$ cat config.mk
export PLATFORM = sky130hd
export DESIGN_NAME = systolic_array_ctrl_flat
export DESIGN_NICKNAME = d
export VERILOG_FILES = /design/src/rtl/systolic_array_ctrl_if.sv /design/src/rtl/systolic_array_ctrl.sv /design/src/flat_wrapper.sv
export SDC_FILE = /design/constraint.sdc
export NUM_CORES = 1
export LEC_CHECK = 0
export ABC_AREA = 0
export ABC_CLOCK_PERIOD_IN_PS = 2330
export CORE_UTILIZATION = 50
export CTS_CLUSTER_DIAMETER = 60
export CTS_CLUSTER_SIZE = 28
export DETAILED_ROUTE_END_ITERATION = 8
export PLACE_DENSITY = 0.84
export SLEW_MARGIN = 20
export SYNTH_ARGS = -nofsm -noshare
export SYNTH_HDL_FRONTEND = slang
export SYNTH_SLANG_ARGS = --single-unit
export TNS_END_PERCENT = 20
$ cat constraint.sdc
create_clock -name clk -period 2.33 [get_ports clk]
set_input_delay 0.233 -clock clk [delete_from_list [all_inputs] [get_ports clk]]
set_output_delay 0.233 -clock clk [all_outputs]
set_load 0.02 [all_outputs]
$ cat src/rtl/systolic_array_ctrl_if.sv
// Control and handshake bundle between the DRAM fetch engine and the
// systolic array sequencer.
//   master : fetch-engine side; drives start/num_act/abort/in_valid and
//            observes the array controls and status.
//   slave  : sequencer side; the mirror image of master.
interface systolic_array_ctrl_if #(
  parameter int unsigned LEN_W = 8
);
  logic             start;
  logic [LEN_W-1:0] num_act;
  logic             abort;
  logic             in_valid;
  logic             in_ready;
  logic [2:0]       op_code;
  logic             weight_or_act;
  logic             out_valid;
  logic             busy;
  logic             done;

  modport master (
    output start, num_act, abort, in_valid,
    input  in_ready, op_code, weight_or_act, out_valid, busy, done
  );

  modport slave (
    input  start, num_act, abort, in_valid,
    output in_ready, op_code, weight_or_act, out_valid, busy, done
  );
endinterface

$ cat src/rtl/systolic_array_ctrl.sv
// Job sequencer for a PE_X x PE_Y weight-stationary systolic array.
// A job is PE_Y weight beats, num_act activation beats, then LAT drain cycles.
// Outputs are a combinational decode of the registered state, the counters
// and the result valid pipe.
// Ports:
//   clk    : clock
//   reset  : asynchronous active-low reset
//   bus    : slave side of systolic_array_ctrl_if (start/num_act/abort,
//            in_valid/in_ready beat handshake, op_code, weight_or_act,
//            out_valid, busy, done)
module systolic_array_ctrl #(
  parameter int unsigned BITWIDTH = 16,
  parameter int unsigned PE_X     = 4,
  parameter int unsigned PE_Y     = 4,
  parameter int unsigned LEN_W    = 8,
  parameter int unsigned LAT      = PE_X + PE_Y
) (
  input logic                  clk,
  input logic                  reset,
  systolic_array_ctrl_if.slave bus
);

  localparam int unsigned WCNT_W = $clog2(PE_Y + 1);
  localparam int unsigned DCNT_W = $clog2(LAT + 1);

  localparam logic [2:0] OP_NOP    = 3'b000;
  localparam logic [2:0] OP_LOAD_W = 3'b001;
  localparam logic [2:0] OP_MAC    = 3'b010;
  localparam logic [2:0] OP_DRAIN  = 3'b011;

  // Elaboration guard: the valid pipe shift needs at least two stages.
  if (BITWIDTH < 1 || PE_X < 1 || PE_Y < 1 || LAT < 2) begin : g_param_check
    $error("systolic_array_ctrl: illegal parameter set");
  end

  typedef enum logic [2:0] {
    S_IDLE,
    S_LOAD_W,
    S_COMPUTE,
    S_DRAIN,
    S_DONE
  } state_t;

  state_t              r_state;
  state_t              w_next;
  logic [LEN_W-1:0]    r_num_act;
  logic [WCNT_W-1:0]   r_wcnt;
  logic [LEN_W-1:0]    r_acnt;
  logic [DCNT_W-1:0]   r_dcnt;
  logic [LAT-1:0]      r_pipe;

  logic                w_in_ready;
  logic [2:0]          w_op;
  logic                w_woa;
  logic                w_busy;
  logic                w_done;
  logic                w_abort;
  logic                w_last_w;
  logic                w_last_a;
  logic                w_last_d;
  logic                w_adv;
  logic                w_mac;

  // Phase-end detects; counters hold the number of beats/cycles already seen.
  assign w_last_w = (r_wcnt == WCNT_W'(PE_Y - 1));
  assign w_last_a = (r_acnt == (r_num_act - LEN_W'(1)));
  assign w_last_d = (r_dcnt == DCNT_W'(LAT - 1));
  assign w_abort  = bus.abort && (r_state != S_IDLE);

  // State register.
  always_ff @(posedge clk or negedge reset) begin
    if (!reset) r_state <= S_IDLE;
    else        r_state <= w_next;
  end

  // Next-state and output decode.
  always_comb begin
    w_next     = r_state;
    w_in_ready = 1'b0;
    w_op       = OP_NOP;
    w_woa      = 1'b0;
    w_busy     = 1'b1;
    w_done     = 1'b0;
    case (r_state)
      S_IDLE: begin
        w_busy = 1'b0;
        if (bus.start) w_next = S_LOAD_W;
      end
      S_LOAD_W: begin
        w_in_ready = 1'b1;
        if (bus.in_valid) begin
          w_op = OP_LOAD_W;
          if (w_last_w) w_next = (r_num_act != '0) ? S_COMPUTE : S_DONE;
        end
      end
      S_COMPUTE: begin
        w_in_ready = 1'b1;
        w_woa      = 1'b1;
        if (bus.in_valid) begin
          w_op = OP_MAC;
          if (w_last_a) w_next = S_DRAIN;
        end
      end
      S_DRAIN: begin
        w_op = OP_DRAIN;
        if (w_last_d) w_next = S_DONE;
      end
      S_DONE: begin
        w_done = 1'b1;
        w_next = S_IDLE;
      end
      default: begin
        w_busy = 1'b0;
        w_next = S_IDLE;
      end
    endcase
    // Abort only redirects the next state; this cycle's decode stands.
    if (w_abort) w_next = S_IDLE;
  end

  // Only MAC and DRAIN cycles move data through the PEs.
  assign w_mac = (w_op == OP_MAC);
  assign w_adv = w_mac || (w_op == OP_DRAIN);

  // Job length latch, phase counters and result valid pipe.
  always_ff @(posedge clk or negedge reset) begin
    if (!reset) begin
      r_num_act <= '0;
      r_wcnt    <= '0;
      r_acnt    <= '0;
      r_dcnt    <= '0;
      r_pipe    <= '0;
    end else begin
      if (r_state == S_IDLE && bus.start) r_num_act <= bus.num_act;

      if (r_state != S_LOAD_W)  r_wcnt <= '0;
      else if (w_op == OP_LOAD_W) r_wcnt <= r_wcnt + WCNT_W'(1);

      if (r_state != S_COMPUTE) r_acnt <= '0;
      else if (w_mac)           r_acnt <= r_acnt + LEN_W'(1);

      if (r_state != S_DRAIN)   r_dcnt <= '0;
      else                      r_dcnt <= r_dcnt + DCNT_W'(1);

      // Bit k marks a MAC beat that has seen k+1 advancing cycles.
      if (w_abort)    r_pipe <= '0;
      else if (w_adv) r_pipe <= {r_pipe[LAT-2:0], w_mac};
    end
  end

  assign bus.in_ready      = w_in_ready;
  assign bus.op_code       = w_op;
  assign bus.weight_or_act = w_woa;
  assign bus.busy          = w_busy;
  assign bus.done          = w_done;
  assign bus.out_valid     = w_adv && r_pipe[LAT-1];

endmodule

$ cat src/flat_wrapper.sv
// flat-port wrapper written by rule: the top's interface ports become plain ports
module systolic_array_ctrl_flat 
#(
  parameter int unsigned BITWIDTH = 16,
  parameter int unsigned PE_X     = 4,
  parameter int unsigned PE_Y     = 4,
  parameter int unsigned LEN_W    = 8,
  parameter int unsigned LAT      = PE_X + PE_Y
)
  (clk, reset, bus_start, bus_num_act, bus_abort, bus_in_valid, bus_in_ready, bus_op_code, bus_weight_or_act, bus_out_valid, bus_busy, bus_done);
  systolic_array_ctrl_if #(.LEN_W(LEN_W)) bus_i ();
  input logic clk;
  input logic reset;
  input wire logic [$bits(bus_i.start)-1:0] bus_start;
  input wire logic [$bits(bus_i.num_act)-1:0] bus_num_act;
  input wire logic [$bits(bus_i.abort)-1:0] bus_abort;
  input wire logic [$bits(bus_i.in_valid)-1:0] bus_in_valid;
  output wire logic [$bits(bus_i.in_ready)-1:0] bus_in_ready;
  output wire logic [$bits(bus_i.op_code)-1:0] bus_op_code;
  output wire logic [$bits(bus_i.weight_or_act)-1:0] bus_weight_or_act;
  output wire logic [$bits(bus_i.out_valid)-1:0] bus_out_valid;
  output wire logic [$bits(bus_i.busy)-1:0] bus_busy;
  output wire logic [$bits(bus_i.done)-1:0] bus_done;
  assign bus_i.start = bus_start;
  assign bus_i.num_act = bus_num_act;
  assign bus_i.abort = bus_abort;
  assign bus_i.in_valid = bus_in_valid;
  assign bus_in_ready = bus_i.in_ready;
  assign bus_op_code = bus_i.op_code;
  assign bus_weight_or_act = bus_i.weight_or_act;
  assign bus_out_valid = bus_i.out_valid;
  assign bus_busy = bus_i.busy;
  assign bus_done = bus_i.done;
  systolic_array_ctrl #(.BITWIDTH(BITWIDTH), .PE_X(PE_X), .PE_Y(PE_Y), .LEN_W(LEN_W), .LAT(LAT)) u_core (.clk(clk), .reset(reset), .bus(bus_i));
endmodule
==> impl_metrics.py, run 1 <==
metrics = {
    "cts": {
        "clkTransAtPathRegs_ps": 60,
        "cts_root_buffer": "clkbuf_8",
        "cts_hold_buf": 0,
        "cts_buffers": 5,
        "clock_latency_ps": 290,
        "htreeDepth": 2,
        "cts_tree": "done",
        "numClockSinks": 34,
        "clockBufferDepth": 2,
    },
    "layout": {
        "post-route-util": 0.644,
        "num-nets-final": 232,
        "diodes": 0,
        "drive_gt1_frac": 0.121,
        "fill_cells": 301,
        "area_delta_synth_final_pct": 18.4,
    },
    "global_routing": {
        "grt_overflow": 0,
        "grt_pass1_wl_mm": 6.24,
        "grt_max_degree": 35,
        "grt_pass1_vias": 1425,
        "antenna_found_initial": 0,
        "grt_util_all_layers": 0.204,
    },
    "synth": {
        "synth_edf_count": 0,
        "syn_nets": 209,
        "synth-compound-area-share": 0.0763,
        "synth_cell_types": 43,
        "synth_flop_cell": "dfrtp_1",
        "synth_area_sq_um": 1890,
        "syn_avg_cell_area_sq_um": 9.93,
        "synthSimpleGateAreaFrac": 0.204,
        "postSynthCellCount": 190,
        "synthArstFlopShare": 1.00,
        "synth_top_family_by_area": "simple AND/OR/NAND/NOR gates",
        "yosysWarnings": 0,
        "synth_xor_xnor_area_share": 0.0928,
        "muxShareOfSynthArea": 0.0948,
        "yosysSeqAreaShare": 0.451,
        "synth_fa_ha_area_frac": 0.0398,
        "yosys_register_bits": 34,
    },
    "flow_run": {
        "cap_violations": 0,
    },
    "place": {
        "dp_hpwl_mm": 2.56,
        "place.port_buffers": 19,
        "gp_congestion": 0.790,
    },
    "worst_setup_path": {
        "arrival_ps": 1990,
        "worst-setup-path-type": "reg -> out",
        "crit_path_start_kind": "flop",
        "crit_fanout": 11,
        "crit_path_end_kind": "primary output",
        "critical_path_buf_inv_count": 2,
        "cpLargestDelayFamily": "buffers and inverters",
        "cpPeakStageDelay_ps": 600,
        "cpMaxStageDelayCell": "clkdlybuf4s50_1",
        "path_cells": "or3b_2 -> inv_1 -> clkdlybuf4s50_1",
        "cp.required_ps": 2100,
    },
    "timing": {
        "min_period_over_period": 0.955,
        "final-setup-viol-count": 0,
        "clock_skew_ps": 4.29,
        "drv_slew": 0,
        "hold_viol_final": 0,
        "rsz0062_at_grt": "no",
        "fmax_mhz": 449,
        "fin_setup_tns_ps": 0,
        "fin_crit_ps": 2230,
    },
    "routing": {
        "drc": 0,
        "first_pass_iters": 4,
        "ant_nets": 0,
        "dr.first_iter.drc_count": 33,
        "wl_mm": 3.45,
        "wl_per_cell_um": 13.3,
        "drt-vias-per-instance": 5.39,
        "vias": 1402,
    },
    "floorplan": {
        "die_h_um": 63.4,
        "rows": 21,
        "core_sq_um": 3470,
        "dieArea_sq_um": 4020,
        "die_w_um": 63.4,
        "initial_core_util": 0.544,
        "ios": 21,
    },
    "power": {
        "p_per_area_nw_per_um2": 994,
        "vdd_drop_max_mv": 0.470,
        "p_leak_nw": 0.979,
    },
    "status": {
        "status": "completed",
    },
    "min_path": {
        "hp-class": "in -> async",
    },
}
worst reg2reg max path, stage by stage (launching register included):
cell	delay, ps
dfrtp_1	430
inv_1	120
ha_1	190
nor3b_2	320
xnor2_1	190
mux2_2	350
a21oi_1	140
o32ai_1	90
layer usage:
metal	track usage	wire (um)	up-vias
met5	0	0	-
met4	0.102	76	0
met3	0.0507	99	7
met2	0.336	1680	18
met1	0.244	1590	684
li1	-	-	693
repair_timing:
action,4_1_cts,5_1_grt
gates resized for setup,0,1
setup buffers,0,0
setup endpoints to repair,0,1
placed cells by master (no fill, tap or decap), drive strengths merged, types with 4 or more instances in the layout:
cell type	count
nor2	30
nand4	4
dfrtp	34
ha	6
clkdlybuf4s50	19
buf	7
nor2b	4
clkbuf	7
xnor2	11
o21ai	6
mux2i	10
inv	7
xor2	9
nor3	5
nand2b	4
nand2	7
a21oi	4
mux2	7
and2	4
synth_stat cells, types with 4 or more instances:
master | n | area (sq um)
mux2_2 | 7 | 78.8
nor2b_1 | 4 | 25.0
ha_1 | 6 | 75.1
and2_1 | 4 | 25.0
nand4_1 | 4 | 25.0
mux2i_1 | 10 | 100
xor2_1 | 9 | 78.8
nor3_1 | 5 | 25.0
inv_1 | 7 | 26.3
o21ai_0 | 5 | 25.0
nor2_1 | 30 | 113
buf_2 | 6 | 30.0
nand2b_1 | 4 | 25.0
dfrtp_1 | 34 | 851
nand2_1 | 7 | 26.3
xnor2_1 | 11 | 96.3
a21oi_1 | 4 | 20.0
registers in the layout (all words and copies together), names as in the netlist:
register,flops
u_core.r_state,3
u_core.r_pipe,8
u_core.r_dcnt,4
u_core.r_wcnt,3
u_core.r_num_act,8
u_core.r_acnt,8
power breakdown:
group	internal, W	leakage (nW)	switching [W]
Sequential	0.000708	0.455	0.000158
Clock	0.000238	0.0482	0.000202
Combinational	0.000464	0.476	0.000451
Total	0.00141	0.979	0.000811
logic make-up (layout without fill, tap and decap cells):
kind of cell / Yosys count / count (layout)
other: 1 / 1
XOR/XNOR: 20 / 20
AO/OA/AOI/OAI: 21 / 21
adder cells (fa/ha/maj): 6 / 6
multiplexers: 17 / 17
flip-flops: 34 / 34
buffers and inverters: 17 / 41
AND/OR/NAND/NOR: 74 / 74
final cells by class:
type / count / area (sq um) / share of cell area
Clock buffer: 7 / 86.3 / 0.0386
Clock inverter: 1 / 5.00 / 0.00224
Inverter: 7 / 26.3 / 0.0118
Multi-Input combinational cell: 139 / 966 / 0.432
Sequential cell: 34 / 851 / 0.381
Tap cell: 46 / 57.6 / 0.0258
Timing Repair Buffer: 26 / 243 / 0.109
worst paths after layout:
path | startpoint | end | slack (ps) | depth (start not counted)
setup reg to reg | u_core.r_num_act[0] | u_core.r_state[0] | 380 | 7
max in group asynchronous | reset | u_core.r_acnt[1] | 1700 | 2
hold reg to reg | u_core.r_dcnt[0] | u_core.r_dcnt[0] | 480 | 1
setup / recovery | u_core.r_state[1] | bus_weight_or_act | 100 | 3
min in group clk | u_core.r_dcnt[0] | u_core.r_dcnt[0] | 480 | 1
hold / removal | reset | u_core.r_num_act[4] | 340 | 2
stage by stage:
stage	worst slack, ps	hold WS [ps]	total power [W]	cell area (sq um)	std cells
2_1_floorplan	545	-62.6	0.00153	1890	190
3_3_place_gp	120	454	0.00176	2140	252
3_5_place_dp	125	469	0.00179	2140	252
4_1_cts	27.8	352	0.00223	2230	260
5_1_grt	49.5	373	0.00240	2230	260
6_report	104	341	0.00222	2230	260
No activity file was read; power rests on OpenSTA's default activity.
==> run 2: changes to the inputs <==
- HOLD_SLACK_MARGIN: default -> 0.15
==> results of run 2 <==
The final DEF is identical to that of run 1; final timing and power are the same.
